### src/rtl/seq_chunk_adder.sv
// seq_chunk_adder: multi-cycle add/subtract unit. It processes WIDTH-bit
// operands CHUNK bits per clock and keeps the inter-chunk carry in a register,
// so only a CHUNK-bit ripple sits between flops. Start/done handshake.
module seq_chunk_adder #(
    parameter int unsigned WIDTH = 16,
    parameter int unsigned CHUNK = 4
) (
    input  logic             i_clk,
    input  logic             i_reset,
    input  logic             i_start,
    input  logic [WIDTH-1:0] i_a,
    input  logic [WIDTH-1:0] i_b,
    input  logic             i_cin,
    input  logic             i_sub,
    output logic             o_busy,
    output logic             o_done,
    output logic [WIDTH-1:0] o_sum,
    output logic             o_cout,
    output logic             o_overflow
);

    localparam int unsigned NCHUNK = WIDTH / CHUNK;
    localparam int unsigned IDX_W  = (NCHUNK > 1) ? $clog2(NCHUNK) : 1;
    localparam logic [IDX_W-1:0] LAST_IDX   = IDX_W'(NCHUNK - 1);
    localparam logic [WIDTH-1:0] CHUNK_MASK = WIDTH'({CHUNK{1'b1}});

    typedef enum logic {
        S_IDLE = 1'b0,
        S_RUN  = 1'b1
    } state_t;

    state_t             r_state;
    logic [WIDTH-1:0]   r_opa;
    logic [WIDTH-1:0]   r_opb;
    logic               r_carry;
    logic [IDX_W-1:0]   r_idx;
    logic [WIDTH-1:0]   r_psum;
    logic               r_busy;
    logic               r_done;
    logic [WIDTH-1:0]   r_sum;
    logic               r_cout;
    logic               r_ovf;

    state_t             w_state_nxt;
    logic [WIDTH-1:0]   w_opa_nxt;
    logic [WIDTH-1:0]   w_opb_nxt;
    logic               w_carry_nxt;
    logic [IDX_W-1:0]   w_idx_nxt;
    logic [WIDTH-1:0]   w_psum_nxt;
    logic               w_busy_nxt;
    logic               w_done_nxt;
    logic [WIDTH-1:0]   w_sum_nxt;
    logic               w_cout_nxt;
    logic               w_ovf_nxt;

    logic [31:0]        w_base;
    logic [CHUNK-1:0]   w_chunk_a;
    logic [CHUNK-1:0]   w_chunk_b;
    logic [CHUNK:0]     w_chunk_res;
    logic [WIDTH-1:0]   w_psum_merged;

    // Current chunk slice, its CHUNK-bit add, and the partial sum with it merged in
    always_comb begin
        w_base        = 32'(r_idx) * CHUNK;
        w_chunk_a     = CHUNK'(r_opa >> w_base);
        w_chunk_b     = CHUNK'(r_opb >> w_base);
        w_chunk_res   = (CHUNK+1)'(w_chunk_a) + (CHUNK+1)'(w_chunk_b) + (CHUNK+1)'(r_carry);
        w_psum_merged = (r_psum & ~(CHUNK_MASK << w_base))
                      | (WIDTH'(w_chunk_res[CHUNK-1:0]) << w_base);
    end

    // Next-state and next-output logic
    always_comb begin
        w_state_nxt = r_state;
        w_opa_nxt   = r_opa;
        w_opb_nxt   = r_opb;
        w_carry_nxt = r_carry;
        w_idx_nxt   = r_idx;
        w_psum_nxt  = r_psum;
        w_busy_nxt  = r_busy;
        w_done_nxt  = 1'b0;
        w_sum_nxt   = r_sum;
        w_cout_nxt  = r_cout;
        w_ovf_nxt   = r_ovf;
        case (r_state)
            S_IDLE: begin
                if (i_start) begin
                    w_opa_nxt   = i_a;
                    w_opb_nxt   = i_sub ? ~i_b : i_b;
                    w_carry_nxt = i_sub ? 1'b1 : i_cin;
                    w_idx_nxt   = '0;
                    w_busy_nxt  = 1'b1;
                    w_state_nxt = S_RUN;
                end
            end
            S_RUN: begin
                w_psum_nxt  = w_psum_merged;
                w_carry_nxt = w_chunk_res[CHUNK];
                w_idx_nxt   = r_idx + IDX_W'(1);
                if (r_idx == LAST_IDX) begin
                    w_sum_nxt   = w_psum_merged;
                    w_cout_nxt  = w_chunk_res[CHUNK];
                    w_ovf_nxt   = (r_opa[WIDTH-1] == r_opb[WIDTH-1])
                               && (w_psum_merged[WIDTH-1] != r_opa[WIDTH-1]);
                    w_done_nxt  = 1'b1;
                    w_busy_nxt  = 1'b0;
                    w_state_nxt = S_IDLE;
                end
            end
            default: w_state_nxt = S_IDLE;
        endcase
    end

    // State and datapath registers with synchronous reset
    always_ff @(posedge i_clk) begin
        if (i_reset) begin
            r_state <= S_IDLE;
            r_opa   <= '0;
            r_opb   <= '0;
            r_carry <= 1'b0;
            r_idx   <= '0;
            r_psum  <= '0;
            r_busy  <= 1'b0;
            r_done  <= 1'b0;
            r_sum   <= '0;
            r_cout  <= 1'b0;
            r_ovf   <= 1'b0;
        end else begin
            r_state <= w_state_nxt;
            r_opa   <= w_opa_nxt;
            r_opb   <= w_opb_nxt;
            r_carry <= w_carry_nxt;
            r_idx   <= w_idx_nxt;
            r_psum  <= w_psum_nxt;
            r_busy  <= w_busy_nxt;
            r_done  <= w_done_nxt;
            r_sum   <= w_sum_nxt;
            r_cout  <= w_cout_nxt;
            r_ovf   <= w_ovf_nxt;
        end
    end

    assign o_busy     = r_busy;
    assign o_done     = r_done;
    assign o_sum      = r_sum;
    assign o_cout     = r_cout;
    assign o_overflow = r_ovf;

endmodule

### config.mk
export PLATFORM = sky130hd
export DESIGN_NAME = seq_chunk_adder
export DESIGN_NICKNAME = d
export VERILOG_FILES = /design/src/rtl/seq_chunk_adder.sv
export SDC_FILE = /design/constraint.sdc
export NUM_CORES = 1
export LEC_CHECK = 0
export CAP_MARGIN = 25
export CORE_MARGIN = 2
export CORE_UTILIZATION = 47
export DETAILED_ROUTE_END_ITERATION = 7
export GPL_TIMING_DRIVEN = 0
export PLACE_DENSITY = 0.86
export SLEW_MARGIN = 5
export SYNTH_ARGS = -nofsm -noshare
export SYNTH_HDL_FRONTEND = slang
export SYNTH_SLANG_ARGS = --single-unit
### constraint.sdc
create_clock -name i_clk -period 2.5 [get_ports i_clk]
set_input_delay 0.5 -clock i_clk [delete_from_list [all_inputs] [get_ports i_clk]]
set_output_delay 0.5 -clock i_clk [all_outputs]
set_load 0.03 [all_outputs]
# After elaboration in Yosys (flattened, before gate mapping)

Cells that the tools add are included.

Add/subtract/negate cells: 3
Multiply operators: 0
Div/mod/pow operators: 0
Order comparisons: 0
Eq/ne operators: 5
Shift-type cells: 4
Multiplexer cells: 13
Bitwise logic cells: 5
Reductions and logical operators: 5

Operators by type and width:

| cell                                                                     | number |
|---|---|
| 16-bit inverter                                                          | 2 |
| 16-bit by 4-bit >> shifter with 4-bit output                             | 2 |
| 16-bit AND                                                               | 1 |
| 16-bit 2-to-1 mux                                                        | 1 |
| 16-bit OR                                                                | 1 |
| 4-bit by 4-bit left shift with 16-bit output                             | 1 |
| 4-bit by 4-bit left shift with 16-bit output (first input constant)      | 1 |
| 1-bit 2-to-1 mux                                                         | 7 |
| 1-bit one-hot mux with 2 select lines                                    | 3 |
| 2-bit AND reduction                                                      | 3 |
| 4-bit by 4-bit adder with 5-bit output                                   | 1 |
| 5-bit by 1-bit adder with 5-bit output                                   | 1 |
| 2-bit one-hot mux with 2 select lines                                    | 1 |
| 2-bit by 1-bit adder with 2-bit output (second input constant)           | 1 |
| 2-bit equality test (second input constant)                              | 1 |
| 2-bit 2-to-1 mux                                                         | 1 |
| 2-bit by 1-bit inequality test with 1-bit output (second input constant) | 1 |
| 2-bit inequality test (second input constant)                            | 1 |
| 2-bit OR reduction                                                       | 1 |
| 1-bit equality test                                                      | 1 |
| 1-bit logical AND                                                        | 1 |
| 1-bit inequality test                                                    | 1 |
| 1-bit inverter                                                           | 1 |

Bits in registers: 72
Latch bits: 0
Memory bits (writable): 0
ROM bits: 0
Bits of input ports: 37
Output and inout port bits: 20
Word-level logic and storage cells: 46
Memories: 0

# Depth between registers and ports, before layout

Gate-level depths: netlist (run 1).

Depth in word-level cells: 7
Depth in mapped cells: 8
Depth with buffers taken out: 7

# Worst setup path after synthesis (run 1)

Ideal clock, no wire load.

Path kind: flip-flop to flip-flop
Start: register r_idx[0]
End: register r_psum[10]
Arrival time: 2.537 ns
Required time: 2.414 ns
Setup slack: -0.122 ns
Stages on the path, launching flop included: 8
Path buffers: 1
Period minus slack after synthesis: 2.622 ns
Path through: dfxtp_1 buf_4 mux4_2 fa_1 fa_1 xor2_1 a21oi_1 a211oi_1

Longest elaborated chain between the ends: 5
Elaborated cells between the ends (all ways): 9
Those cells by class: add/sub (2); shift (4); bitwise (3)

RTL lines:

| what                                                                   | RTL line | RTL |
|---|---|---|
| start, declared                                                        | 36       | `logic [IDX_W-1:0] r_idx;` |
| start signal, assigned                                                 | 133      | `r_idx <= w_idx_nxt;` |
| 16-bit by 4-bit >> shifter with 4-bit output, on equally long branches | 65, 66   |  |
| 4-bit by 4-bit adder with 5-bit output                                 | 67       | `w_chunk_res = (CHUNK+1)'(w_chunk_a) + (CHUNK+1)'(w_chunk_b) + (CHUNK+1)'(r_carry);` |
| 5-bit by 1-bit adder with 5-bit output                                 | 67       |  |
| 4-bit by 4-bit left shift with 16-bit output                           | 69       | `\| (WIDTH'(w_chunk_res[CHUNK-1:0]) << w_base);` |
| 16-bit OR (*)                                                          | 69       |  |
| end signal, assigned                                                   | 134      | `r_psum <= w_psum_nxt;` |
| end, declared                                                          | 37       | `logic [WIDTH-1:0] r_psum;` |

Mark *: on every way between the ends. The rest lies on a longest branch, timed or not.
A chain may end at the register's enable or synchronous reset.

# Worst setup path after layout (run 1)

Start: register r_idx[0]
End: register r_sum[14], in the netlist o_sum[14]

Longest elaborated chain between the ends: 5
Elaborated cells between the ends (all ways): 11
Those cells by class: add/sub (2); eq/ne (1); shift (4); bitwise (3); reduce/logical (1)

RTL lines:

| what                                                                   | RTL line | RTL |
|---|---|---|
| 16-bit by 4-bit >> shifter with 4-bit output, on equally long branches | 65, 66   |  |
| 4-bit by 4-bit adder with 5-bit output                                 | 67       |  |
| 5-bit by 1-bit adder with 5-bit output                                 | 67       |  |
| 4-bit by 4-bit left shift with 16-bit output                           | 69       |  |
| 16-bit OR                                                              | 69       |  |
| end signal, assigned                                                   | 137      | `r_sum <= w_sum_nxt;` |
| end, declared                                                          | 40       | `logic [WIDTH-1:0] r_sum;` |

Parallel ways exist; a longest one is shown, timed or not.

==> results of run 1 <==
-- metrics by stage --
stage	cell area [um2]	std cells	setup TNS [ps]	setup slack (ps)
final	3980	487	0	27.3
after global placement	3690	467	-2130	-238
after detailed placement	3690	467	-3800	-344
after global routing	3980	487	-125	-28.9
after floorplan	3060	336	0	24.5
after CTS	3970	487	-11.8	-11.8
-- registers in the layout (all words and copies together) (netlist names), 2 cells and up --
signal  cells
r_psum     12
r_idx       2
o_sum      16
r_opb      16
r_opa      16
-- worst max-delay path by stage --
| stage | slack, ps | end | from |
|---|---|---|---|
| 4_1_cts | -10 | o_sum[14]$_SDFFE_PP0P_ | r_idx[0]$_SDFFE_PP0P_ |
| 2_1_floorplan | 20 | r_psum[2]$_SDFFE_PP0P_ | r_idx[0]$_SDFFE_PP0P_ |
| 3_5_place_dp | -340 | r_psum[6]$_SDFFE_PP0P_ | r_idx[0]$_SDFFE_PP0P_ |
| 5_1_grt | -30 | r_psum[10]$_SDFFE_PP0P_ | r_idx[0]$_SDFFE_PP0P_ |
| 6_report | 30 | o_sum[14]$_SDFFE_PP0P_ | r_idx[0]$_SDFFE_PP0P_ |
| 3_3_place_gp | -240 | r_psum[2]$_SDFFE_PP0P_ | r_idx[0]$_SDFFE_PP0P_ |
-- cells by family (layout without fill, tap and decap cells) --
kind of cell,count (synthesis),in the layout,synth area share
flops,68,68,0.448
simple gates,119,119,0.178
fa+ha+maj,9,9,0.0420
compound gates,86,86,0.179
xor+xnor,17,17,0.0490
mux,8,8,0.0592
buf+inv,29,103,0.0457
-- cell type report --
cell class	instances	area [um2]	share of cell area
clock buffers	13	149	0.0374
plain buffers	24	139	0.0349
multi-input cells	239	1600	0.401
flip-flops and latches	68	1370	0.343
clock inverters	2	35.0	0.00879
repair buffers	60	586	0.147
well taps	77	96.3	0.0242
inverters	4	15.0	0.00377
-- what timing repair did --
item | 4_1_cts | 5_1_grt
endpoints found under the hold margin | 0 | 0
pin swaps | 5 | 2
resized for setup | 12 | 7
buffers inserted | 6 | 0
setup endpoints to repair | 23 | 20
-- worst min-delay path: cells and delay by family (launching register included) --
| kind | cells | cell delay [ps] |
|---|---|---|
| AOI/OAI and AO/OA | 1 | 50 |
| DFF | 1 | 310 |
| and+or+nand+nor | 1 | 50 |
-- layer usage --
layer	up-vias	wire, um
li1	1297	-
met1	1224	2910
met3	16	490
met4	0	184
met2	87	3660
met5	-	0
-- cells in the final DEF, fill, tap and decap left out, types with 2 or more instances in the layout --
cell type,n
a211oi_1,17
a211oi_2,3
a21oi_1,34
a21oi_2,5
a22o_1,4
a32oi_1,6
and2b_1,2
buf_2,13
buf_4,8
clkbuf_1,9
clkbuf_8,10
clkdlybuf4s50_1,54
dfxtp_1,66
fa_2,2
ha_1,6
inv_1,4
mux4_2,8
nand2_1,57
nor2_1,35
nor2b_1,10
nor3_1,3
nor3b_1,3
o21a_1,2
o21ai_0,10
o21ai_1,2
or3_1,4
xnor2_1,16
-- where the power goes --
part	internal [mW]	switching [mW]	total [mW]	leakage (nW)
clock	0.482	0.393	0.875	0.0935
sequential	1.14	0.0309	1.17	0.557
combinational	0.205	0.218	0.423	0.815
total	1.82	0.643	2.46	1.47
==> flow_metrics.py, run 1 <==
metrics = {
    "global_route": {
        "antenna_found_initial": 0,
        "grt_usage": 0.219,
        "gr-max-usage-layer": "met2",
        "grt_max_degree": 11,
        "grt.met2_usage": 0.387,
        "grt_pass1_wl_um": 12300,
        "met1_usage": 0.242,
        "grt_pass1_vias": 2720,
        "globalRoute.totalOverflow": 0,
        "gr-usage-met3": 0.0796,
    },
    "place": {
        "place.gp.congestion": 0.857,
        "dp_hpwl_um": 5370,
        "numPortBuffers": 54,
    },
    "timing": {
        "period_share": 0.989,
        "finalHoldViolations": 0,
        "worst_pin_slew_ps": 604,
        "fmax_mhz": 404,
        "fin_crit_ps": 2470,
        "finalSetupViolCount": 0,
        "max_slew_margin": 0.596,
        "drv_slew": 0,
        "fin_skew_ps": 6.47,
        "hold_ws_ps": 457,
        "rsz0062_at_grt": "yes",
    },
    "yosys": {
        "syn_inst": 336,
        "synth-edff-count": 0,
        "syn_avg_cell_area_um2": 9.05,
        "yosysWarnings": 0,
        "synth.top_cells.by_count": "dfxtp_1 (68), nand2_1 (57), a21oi_1 (38)",
        "postSynth.asyncResetShare": 0,
        "yosysMostFrequentCell": "dfxtp_1",
        "synth_seq_cells": 68,
        "ys_types": 33,
        "ys_top_cells_by_area": "dfxtp_1 (45%), nand2_1 (7.0%), a21oi_1 (6.3%)",
        "synth_nets": 382,
        "synth-main-ff-cell": "dfxtp_1",
        "synth_largest_area_cell": "dfxtp_1",
        "synth_seq_area_share": 0.448,
        "syn_area_um2": 3040,
        "synthDominantCellAreaShare": 0.448,
    },
    "worst_setup_path": {
        "slowest_delay_ps": 540,
        "critPathCaptureType": "flip-flop",
        "slowest_stage": "mux4_2",
        "path_common_cell": "fa_2",
        "rrSetupSlack_ps": 30,
        "critPathKind": "flip-flop to flip-flop",
        "crit_cells": 7,
        "critPathTopFamily": "adder cells",
        "crit_required_ps": 2750,
        "critPathLaunchType": "flip-flop",
        "rr_endpoint": "o_sum[14]$_SDFFE_PP0P_",
        "worstPathMaxFanout": 8,
        "worst-endpoint-arrival_ps": 2720,
        "ff2ff_path_depth": 7,
        "crit_buf_inv": 2,
        "path_cells": "buf_12 -> mux4_2 -> fa_2 -> fa_2 -> xor2_4 -> buf_4 -> a22o_1",
        "r2r-start": "r_idx[0]$_SDFFE_PP0P_",
    },
    "min_path": {
        "holdPathStages": 2,
        "min_path_type": "flip-flop to flip-flop",
        "hp-start": "o_sum[2]$_SDFFE_PP0P_",
        "holdPathEnd": "o_sum[2]$_SDFFE_PP0P_",
    },
    "route": {
        "first_pass_iters": 4,
        "drc_errors": 0,
        "avgViaCountPerCell": 5.39,
        "vias": 2624,
        "wl_per_cell_um": 14.9,
        "routed_wl_um": 7250,
        "first_iter_violations": 133,
        "drtAntennaViolNets": 0,
    },
    "cells_and_area": {
        "area_growth_pct": 31.0,
        "final_nets": 452,
        "post-route-util": 0.631,
        "antenna-diode-count": 0,
        "layout-drive-gt1-share": 0.154,
        "n_fill_cell": 567,
    },
    "cts": {
        "clockBufferDepth": 2,
        "cts_buffers": 9,
        "ctsRootBufferMaster": "clkbuf_8",
        "cts_tree": "done",
        "clk_latency_ps": 350,
        "hold_buffers": 0,
        "clk_pin_slew_ps": 70,
        "htreeDepth": 3,
        "clock-sinks": 68,
    },
    "power_and_ir_drop": {
        "finalPower_mw": 2.46,
        "ir_drop_uv": 445,
        "p_leak_nw": 1.47,
        "pwr_density_cell_nw_per_um2": 619,
    },
    "floorplan": {
        "start_util": 0.482,
        "die_h_um": 84.4,
        "fp.coreArea_um2": 6310,
        "die_area_um2": 7130,
        "io_pins": 57,
        "rows": 29,
        "die_x_um": 84.4,
    },
    "status": {
        "outcome": "complete, no violations",
    },
    "job": {
        "drv.max_cap_violation_count": 0,
    },
}
Note: power is estimated with default switching activity, not from simulation.
==> run 2: changes to the inputs <==
--- a/config.mk
+++ b/config.mk
@@ -9,6 +9,7 @@
 export CORE_MARGIN = 2
 export CORE_UTILIZATION = 47
 export DETAILED_ROUTE_END_ITERATION = 7
+export GPL_ROUTABILITY_DRIVEN = 0
 export GPL_TIMING_DRIVEN = 0
 export PLACE_DENSITY = 0.86
 export SLEW_MARGIN = 5
==> results of run 2 <==
Final layout, timing and power as in run 1 (identical DEF).
